==> config.mk <==
export PLATFORM = sky130hd
export DESIGN_NAME = ramio_arbiter
export DESIGN_NICKNAME = d
export VERILOG_FILES = /design/src/rtl/ramio_pkg.sv /design/src/rtl/ramio_arb_core.sv /design/src/rtl/ramio_arbiter.sv
export SDC_FILE = /design/constraint.sdc
export NUM_CORES = 1
export LEC_CHECK = 0
export BUFFER_PORTS_ARGS = -buffer_cell sky130_fd_sc_hd__buf_4
export CORE_AREA = 2 2 93 95
export DETAILED_ROUTE_END_ITERATION = 12
export DIE_AREA = 0 0 95 97
export PLACE_DENSITY = 0.55
export SLEW_MARGIN = 5
export SYNTH_ARGS = -nofsm -noshare
export SYNTH_HDL_FRONTEND = slang
export SYNTH_SLANG_ARGS = --single-unit
==> constraint.sdc <==
create_clock -name clk -period 3.29 [get_ports clk]
set_clock_uncertainty 0.1 [all_clocks]
set_input_delay 0.658 -clock clk [delete_from_list [all_inputs] [get_ports clk]]
set_output_delay 0.658 -clock clk [all_outputs]
set_load 0.02 [all_outputs]
==> src/rtl/ramio_pkg.sv <==
// Shared definitions for the RAM/UART/LED port-A arbiter.
//   - access-size codes for write enables (we) and read enables (re)
//   - default data/address widths and the byte-address width helper
package ramio_pkg;

    // Write-enable codes (2 bits)
    localparam logic [1:0] WE_NONE = 2'b00;
    localparam logic [1:0] WE_BYTE = 2'b01;
    localparam logic [1:0] WE_HALF = 2'b10;
    localparam logic [1:0] WE_WORD = 2'b11;

    // Read-enable codes (3 bits): [2] sign-extend, [1:0] access size
    localparam logic [1:0] RE_NONE = 2'b00;
    localparam logic [1:0] RE_BYTE = 2'b01;
    localparam logic [1:0] RE_HALF = 2'b10;
    localparam logic [1:0] RE_WORD = 2'b11;
    localparam int         RE_SIGN_BIT = 2;

    // Default widths
    localparam int RAMIO_DATA_WIDTH = 32;
    localparam int RAMIO_ADDR_WIDTH = 16;

    // Word-address exponent -> byte-address width
    function automatic int byte_addr_width(input int word_addr_width);
        return word_addr_width + 2;
    endfunction

endpackage

==> src/rtl/ramio_arb_core.sv <==
// Grant decision and starvation counter for the two-master port-A arbiter.
// Ports:
//   i_clk, i_rst_n        clock, asynchronous active-low reset
//   i_m0_req, i_m1_req    requests from M0 (priority) and M1
//   o_m0_gnt, o_m1_gnt    combinational one-hot (or zero) grants
//
// Handshake: a master raises req and holds its fields stable; the cycle in
// which gnt is high is the cycle its access is presented to the I/O block.
// req may drop or change after that rising edge.
module ramio_arb_core #(
    parameter int STARVE_LIMIT = 4
) (
    input  logic i_clk,
    input  logic i_rst_n,
    input  logic i_m0_req,
    input  logic i_m1_req,
    output logic o_m0_gnt,
    output logic o_m1_gnt
);

    localparam logic [3:0] LIMIT = 4'(STARVE_LIMIT);

    logic [3:0] r_starve_cnt;
    logic [3:0] w_starve_nxt;
    logic       w_force_m1;

    // M1 is forced once M0 has won LIMIT times in a row while M1 waited.
    assign w_force_m1 = (r_starve_cnt == LIMIT) && i_m1_req;

    // Grants are gated by reset so nothing reaches the I/O block while
    // reset is held (a UART read would otherwise lose a character).
    always_comb begin
        o_m0_gnt = 1'b0;
        o_m1_gnt = 1'b0;
        if (i_rst_n) begin
            if (w_force_m1) begin
                o_m1_gnt = 1'b1;
            end else if (i_m0_req) begin
                o_m0_gnt = 1'b1;
            end else if (i_m1_req) begin
                o_m1_gnt = 1'b1;
            end
        end
    end

    always_comb begin
        w_starve_nxt = r_starve_cnt;
        if (o_m1_gnt || !i_m1_req) begin
            w_starve_nxt = 4'd0;
        end else if (o_m0_gnt && (r_starve_cnt != LIMIT)) begin
            w_starve_nxt = r_starve_cnt + 4'd1;
        end
    end

    always_ff @(posedge i_clk or negedge i_rst_n) begin
        if (!i_rst_n) begin
            r_starve_cnt <= 4'd0;
        end else begin
            r_starve_cnt <= w_starve_nxt;
        end
    end

endmodule

==> src/rtl/ramio_arbiter.sv <==
// Shares data port A of the RAM/UART/LED I/O block between M0 (CPU
// load/store unit, fixed priority) and M1 (DMA / UART boot loader), with a
// starvation counter that forces an M1 grant after STARVE_LIMIT M0 wins.
// Ports:
//   clk, rst                      clock, asynchronous active-low reset
//   m0_req/we/re/addr/din         M0 request fields (held until m0_gnt)
//   m0_gnt, m0_rvalid             combinational grant, registered read valid
//   m1_*                          identical set for M1
//   rdata                         ram_dout passed through, qualified by mX_rvalid
//   ram_we/re/addr/din            to I/O block port A
//   ram_dout                      from I/O block, valid one cycle after a read
module ramio_arbiter
    import ramio_pkg::*;
#(
    parameter int ADDR_WIDTH   = RAMIO_ADDR_WIDTH,
    parameter int DATA_WIDTH   = RAMIO_DATA_WIDTH,
    parameter int STARVE_LIMIT = 4,
    localparam int AW          = byte_addr_width(ADDR_WIDTH)
) (
    input  logic                  clk,
    input  logic                  rst,

    input  logic                  m0_req,
    input  logic [1:0]            m0_we,
    input  logic [2:0]            m0_re,
    input  logic [AW-1:0]         m0_addr,
    input  logic [DATA_WIDTH-1:0] m0_din,
    output logic                  m0_gnt,
    output logic                  m0_rvalid,

    input  logic                  m1_req,
    input  logic [1:0]            m1_we,
    input  logic [2:0]            m1_re,
    input  logic [AW-1:0]         m1_addr,
    input  logic [DATA_WIDTH-1:0] m1_din,
    output logic                  m1_gnt,
    output logic                  m1_rvalid,

    output logic [DATA_WIDTH-1:0] rdata,

    output logic [1:0]            ram_we,
    output logic [2:0]            ram_re,
    output logic [AW-1:0]         ram_addr,
    output logic [DATA_WIDTH-1:0] ram_din,
    input  logic [DATA_WIDTH-1:0] ram_dout
);

    logic w_m0_gnt;
    logic w_m1_gnt;
    logic w_m0_rd;
    logic w_m1_rd;
    logic r_m0_rvalid;
    logic r_m1_rvalid;

    ramio_arb_core #(
        .STARVE_LIMIT (STARVE_LIMIT)
    ) u_core (
        .i_clk    (clk),
        .i_rst_n  (rst),
        .i_m0_req (m0_req),
        .i_m1_req (m1_req),
        .o_m0_gnt (w_m0_gnt),
        .o_m1_gnt (w_m1_gnt)
    );

    // A request carrying both we and re is treated as a write only: the read
    // half is suppressed so no side-effecting read reaches the I/O block.
    assign w_m0_rd = (m0_we == WE_NONE) && (m0_re[1:0] != RE_NONE);
    assign w_m1_rd = (m1_we == WE_NONE) && (m1_re[1:0] != RE_NONE);

    always_comb begin
        ram_we   = WE_NONE;
        ram_re   = 3'b000;
        ram_addr = '0;
        ram_din  = '0;
        if (w_m0_gnt) begin
            ram_we   = m0_we;
            ram_re   = w_m0_rd ? m0_re : 3'b000;
            ram_addr = m0_addr;
            ram_din  = m0_din;
        end else if (w_m1_gnt) begin
            ram_we   = m1_we;
            ram_re   = w_m1_rd ? m1_re : 3'b000;
            ram_addr = m1_addr;
            ram_din  = m1_din;
        end
    end

    // Read valid tracks the I/O block's one-cycle read latency; reset drops
    // any read still in flight.
    always_ff @(posedge clk or negedge rst) begin
        if (!rst) begin
            r_m0_rvalid <= 1'b0;
            r_m1_rvalid <= 1'b0;
        end else begin
            r_m0_rvalid <= w_m0_gnt && w_m0_rd;
            r_m1_rvalid <= w_m1_gnt && w_m1_rd;
        end
    end

    assign m0_gnt    = w_m0_gnt;
    assign m1_gnt    = w_m1_gnt;
    assign m0_rvalid = r_m0_rvalid;
    assign m1_rvalid = r_m1_rvalid;
    assign rdata     = ram_dout;

endmodule

==> flow_metrics.py, run 1 <==
metrics = {
    "placed_design": {
        "place_hpwl_mm": 4.27,
        "port-buffer-count": 172,
        "placed_cell_area_mm2": 0.00230,
        "gp_congestion": 0.766,
    },
    "floorplan": {
        "fp.dieH_um": 97,
        "die_w_um": 95,
        "die-area_mm2": 0.00922,
        "core_mm2": 0.00813,
        "pin_count": 237,
        "start_util_pct": 15.2,
        "rows": 33,
    },
    "sta": {
        "maxSlewHeadroom_pct": 64.1,
        "period_share_pct": 85.0,
        "tightest_slew_ns": 0.539,
        "setup_viol": 0,
        "hold_violations": 0,
        "fmax_mhz": 358,
        "min_period_ns": 2.79,
        "tns_ns": 0,
        "rsz0062_at_grt": "no",
        "finalMaxSlewViolations": 0,
    },
    "clock_network": {
        "post_cts_buffers": 0,
        "insertion_delay_ns": 0.22,
        "cts-buffers-inserted": 3,
        "cts_root_buf": "clkbuf_8",
        "clock_sinks": 6,
        "clockBufferDepth": 2,
        "clk_pin_slew_worst_paths_ns": 0.03,
        "tritoncts": "built",
        "htreeDepth": 1,
        "ctsHoldBuffers": 0,
        "cts_resized": 0,
    },
    "synthesis": {
        "syn_inst": 140,
        "synth.net_count": 288,
        "ys_types": 25,
        "yosysWarnings": 0,
        "syn-mean-instance-area_um2": 8.80,
        "ys_seq_area_share_pct": 12.2,
        "synth_seq_cells": 6,
        "synth.cell_area_mm2": 0.00123,
    },
    "run_status": {
        "outcome": "finished clean",
    },
    "global_route": {
        "grt_pass1_wl_mm": 7.13,
        "grt.overflow.total": 0,
        "grt_max_degree": 54,
        "track_usage_pct": 9.73,
        "grt_pass1_vias": 1580,
        "antenna_found_initial": 0,
    },
    "pwr": {
        "power_w": 0.000485,
        "cellPowerDensity_mw_per_mm2": 207,
        "peakVddDrop_uv": 58.5,
        "p_leak_nw": 1.27,
    },
    "worst_setup_path": {
        "crit_type": "reg2out",
        "critical_path.max_fanout": 53,
        "reg2reg_depth": 5,
        "critPathLaunchType": "flip-flop",
        "critPathRequiredTime_ns": 2.53,
        "end_kind": "output port",
        "rrSetupSlack_ns": 1.82,
        "reg2reg_to": "u_core.r_starve_cnt[3]$_DFFE_PN0P_",
        "reg2reg_from": "u_core.r_starve_cnt[0]$_DFFE_PN0P_",
        "cp.arrival_ns": 2.04,
    },
    "detailed_routing": {
        "first_iter_violations": 17,
        "wl_per_cell_um": 13.7,
        "drc": 0,
        "via_count": 1622,
        "ant_nets": 0,
        "vias_per_cell": 4.29,
        "dr.pass1.iters": 4,
        "totalWireLength_mm": 5.17,
    },
    "cells_and_area": {
        "area_growth_pct": 90.2,
        "n_antenna_cell": 0,
        "fin_nets": 423,
        "final_area_mm2": 0.00234,
        "drive_gt1_share_pct": 67.0,
    },
    "min_path": {
        "hp-class": "in2async",
    },
    "job": {
        "cap_violations": 0,
    },
}
## layer usage
metal	wire length [um]	up-vias	track usage, %
li1	-	775	-
met1	1680	708	9.15
met2	2740	133	20.1
met3	699	6	2.34
met4	50	0	2.34
met5	0	-	0
## cell type report
type | count | area, um2
Sequential cell | 6 | 150
Clock buffer | 3 | 41.3
Timing Repair Buffer | 172 | 1290
Tap cell | 105 | 131
Multi-Input combinational cell | 86 | 699
Fill cell | 869 | 5790
Inverter | 6 | 30.0
## worst max-delay path: stages, from the launching register on
cell,delay (ns)
dfrtp_1,0.36
inv_1,0.08
ha_1,0.23
nand3b_4,0.13
a21o_4,0.17
clkinv_4,0.30
a22o_2,0.38
buf_4,0.15
## state kept, by name, indices dropped and copies added (netlist names)
register             flops
u_core.r_starve_cnt      4
m0_rvalid                1
m1_rvalid                1
## cell usage in the layout, fill, tap and decap left out, types with 2 or more instances in the layout
cell and count:
buf_4 172, a22o_2 3, nand3_1 3, nor2_1 4, nand2_1 5, a22o_1 49, dfrtp_1 6, o21ai_0 4
o211ai_1 2, clkbuf_8 3, inv_1 4, o22ai_1 3, ha_1 2, and3_1 2
## cell families after synthesis
group                      synth area share, %
DFF                                       12.2
and+or+nand+nor                           8.53
adders and majority gates                 2.03
AOI/OAI and AO/OA                         46.2
buffers and inverters                     31.1
## through the flow
stage                     instances  hold WS [ns]  util, %  worst slack (ns)
after floorplan                 140         0.262        -              1.05
after global routing            378         0.162     28.8             0.374
after global placement          375         0.388     28.3             0.660
after detailed placement        375         0.392     28.3             0.643
after CTS                       378         0.158     28.8             0.493
final                           378         0.161     28.8             0.495
## worst max-delay path by stage
stage | to | cells past startpoint | startpoint
5_1_grt | ram_addr[3] | 7 | u_core.r_starve_cnt[0]$_DFFE_PN0P_
2_1_floorplan | ram_addr[10] | 7 | u_core.r_starve_cnt[0]$_DFFE_PN0P_
6_report | ram_addr[17] | 7 | u_core.r_starve_cnt[0]$_DFFE_PN0P_
3_5_place_dp | ram_addr[3] | 6 | rst
4_1_cts | ram_addr[3] | 7 | u_core.r_starve_cnt[0]$_DFFE_PN0P_
3_3_place_gp | ram_addr[3] | 6 | rst
## synthesized netlist by cell type, drive strengths merged
cell / n / share of area (%)
o211ai: 3 / 2.9
a22o: 52 / 37
buf: 42 / 29
ha: 2 / 2.0
nor2: 4 / 1.2
o22ai: 3 / 1.5
nand3b: 2 / 2.2
dfrtp: 6 / 12
a31oi: 1 / 0.51
nand2: 5 / 1.5
nor4bb: 1 / 0.81
a211o: 1 / 0.71
nor2b: 1 / 0.51
o21ai: 4 / 1.6
a21o: 1 / 1.2
a21oi: 1 / 0.41
inv: 5 / 1.7
and3: 2 / 1.0
nand3: 3 / 1.2
clkinv: 1 / 0.71
## report_power, final
part	internal (W)	switching, W
clock	0.0000784	0.0000295
sequential	0.0000763	0.00000178
combinational	0.000168	0.000131
total	0.000322	0.000162
(Power assumes the default switching activity.)
==> run 2, diff against run 1 <==
Settings changed: CORE_AREA 2 2 93 95 to 2 2 91 93, DIE_AREA 0 0 95 97 to 0 0 93 95, PLACE_DENSITY 0.55 to 0.57.
Clock period 3.29 ns to 2.6 ns, I/O delays scaled along.
==> run 2 against run 1 <==
  * Largest cell class unchanged
  * Global-route usage grew 0.82 points
  * Routed wire length grew 14%
  * Utilization grew 1.5 points
  * Hold slack got worse by 0.14 ns
  * Sequential cell count did not move
  * Power is 30% higher
  * Sequential power up 27%
  * Final area increased by 2.5%
  * Critical endpoint is now ram_din[0]
==> flow_metrics.py, run 2 (same netlist as run 1, synthesis figures left out) <==
metrics = {
    "detailed_routing": {
        "dr.pass1.iters": 4,
        "vias_per_cell": 4.29,
        "via_count": 1635,
        "drc": 0,
        "first_iter_violations": 58,
        "dr_wl_met3_um": 674,
        "wl_per_cell_um": 15.5,
        "ant_nets": 0,
        "wl_met1_mm": 2.18,
        "totalWireLength_mm": 5.90,
        "wl_met2_mm": 3.02,
        "maxUsedRoutingLayer": "met4",
    },
    "cells_and_area": {
        "fill_cells": 861,
        "final_common_cell": "buf_4",
        "largest_reg_flops": 4,
        "n_antenna_cell": 0,
        "utilization_pct": 30.3,
        "drive_gt1_share_pct": 67.4,
        "fin_cells": 381,
        "most-common-layout-cells": "173 x buf_4, 49 x a22o_1, 6 x dfrtp_1",
        "regMostFlops": "u_core.r_starve_cnt",
        "area_growth_pct": 94.8,
        "fin_nets": 426,
    },
    "clock_network": {
        "clock_sinks": 6,
        "cts-buffers-inserted": 3,
        "insertion_delay_ns": 0.22,
        "clockBufferDepth": 2,
        "ctsHoldBuffers": 0,
        "cts_root_buf": "clkbuf_8",
        "tritoncts": "built",
        "htreeDepth": 1,
        "clk_pin_slew_worst_paths_ns": 0.04,
    },
    "floorplan": {
        "fp.dieH_um": 95,
        "die_w_um": 93,
        "pin_count": 237,
        "start_util_pct": 15.5,
        "core_mm2": 0.00793,
        "die-area_mm2": 0.00884,
        "rows": 33,
    },
    "sta": {
        "tightest_slew_ns": 0.256,
        "tns_ns": 0,
        "timing.final.ws_setup_ns": 0.0871,
        "rsz0062_at_grt": "no",
        "hold_violations": 0,
        "min_period_ns": 2.51,
        "finalMaxSlewViolations": 0,
        "maxSlewHeadroom_pct": 82.9,
        "fmax_mhz": 398,
        "setup_viol": 0,
        "period_share_pct": 96.6,
    },
    "pwr": {
        "p_comb_share_pct": 62.6,
        "cellPowerDensity_mw_per_mm2": 263,
        "switching_share_pct": 34.3,
        "p_leak_nw": 1.30,
        "power_w": 0.000631,
        "p_switching_w": 0.000216,
        "peakVddDrop_uv": 72.2,
        "p_clk_share_pct": 21.8,
        "internal_power_w": 0.000415,
        "p_seq_share_pct": 15.7,
    },
    "job": {
        "cap_violations": 0,
    },
    "worst_setup_path": {
        "critical_path.max_fanout": 26,
        "cp_slowest_cell": "dfrtp_1",
        "critPathRequiredTime_ns": 1.98,
        "crit_buf_inv": 4,
        "end_kind": "output port",
        "crit_type": "reg2out",
        "crit_family": "buffers and inverters",
        "critical-path-max-stage-delay_ns": 0.38,
        "critPathLaunchType": "flip-flop",
        "cp.arrival_ns": 1.89,
        "crit_chain": "inv_1, ha_1, nand3b_4, o211ai_4, buf_12, inv_6, a22o_1, buf_4",
    },
    "global_route": {
        "grt.overflow.total": 0,
        "grt_pass1_vias": 1394,
        "grt_max_degree": 54,
        "track_usage_pct": 10.6,
        "antenna_found_initial": 0,
        "grt_pass1_wl_mm": 7.33,
    },
    "placed_design": {
        "pre_cts_ws_ns": 0.156,
        "gp_congestion": 0.764,
        "place_inst": 375,
        "port-buffer-count": 172,
        "place_hpwl_mm": 4.58,
    },
    "run_status": {
        "outcome": "finished clean",
    },
    "min_path": {
        "hp-class": "in2async",
    },
}
[run 2: cell types whose count changed in the layout (fill, tap and decap cells not counted)]
cell,change
inv_6,+1
buf_12,+1
inv_4,-1
buf_4,+1
inv_12,+1
inv_16,+1
clkinv_4,-1
[run 2: through the flow]
step | area (um2) | hold slack, ns
global placement | 2300 | 0.254
floorplan | 1230 | 0.124
detailed placement | 2300 | 0.256
finish | 2400 | 0.0229
global route | 2400 | 0.0239
CTS | 2350 | 0.0182
[run 2: layout make-up]
type / instances / area (um2) / area share [%]
inverter: 6 / 51.3 / 2.14
tap: 105 / 131 / 5.47
sequential: 6 / 150 / 6.25
clock buffer: 3 / 41.3 / 1.72
multi-input combinational: 86 / 699 / 29.1
timing repair inverter: 1 / 8.76 / 0.365
timing repair buffer: 174 / 1320 / 54.9
[run 2: final timing paths]
| check | startpoint | endpoint | slack, ns | depth (start not counted) |
|---|---|---|---|---|
| worst min-delay path | rst | u_core.r_starve_cnt[1]$_DFFE_PN0P_ | 0.02 | 1 |
| worst max-delay path | u_core.r_starve_cnt[0]$_DFFE_PN0P_ | ram_din[0] | 0.09 | 8 |
| worst max register to register | u_core.r_starve_cnt[0]$_DFFE_PN0P_ | m0_rvalid$_DFF_PN0_ | 1.12 | 6 |
| min in group clk | u_core.r_starve_cnt[3]$_DFFE_PN0P_ | u_core.r_starve_cnt[3]$_DFFE_PN0P_ | 0.44 | 1 |
| max in group asynchronous | rst | u_core.r_starve_cnt[3]$_DFFE_PN0P_ | 2.23 | 1 |
| worst min register to register | u_core.r_starve_cnt[3]$_DFFE_PN0P_ | u_core.r_starve_cnt[3]$_DFFE_PN0P_ | 0.44 | 1 |
[run 2: layer usage]
layer | track usage [%] | vias up
li1 | - | 784
met1 | 12.9 | 721
met2 | 18.3 | 128
met3 | 3.03 | 2
met4 | 2.57 | 0
met5 | 0 | -
[run 2: power groups by stage]
stage	logic [W]	clock network [W]	registers, W
floorplan	0.000239	0	0.000100
global placement	0.000381	0	0.0000997
detailed placement	0.000383	0	0.0000998
CTS	0.000385	0.000144	0.0000987
global route	0.000421	0.000146	0.0000990
finish	0.000395	0.000137	0.0000987
[run 2: worst reg2reg max path, stage by stage, from the launching register on]
cell	delay (ns)
dfrtp_1	0.38
inv_1	0.10
ha_1	0.20
nand3b_4	0.13
o211ai_4	0.22
buf_12	0.17
nor2_1	0.06
[run 2: timing repair]
action,4_1_cts,5_1_grt
setup endpoints to repair,52,52
resized for setup,2,4
cloned,0,1
pin swaps,0,1
setup buffers,0,2
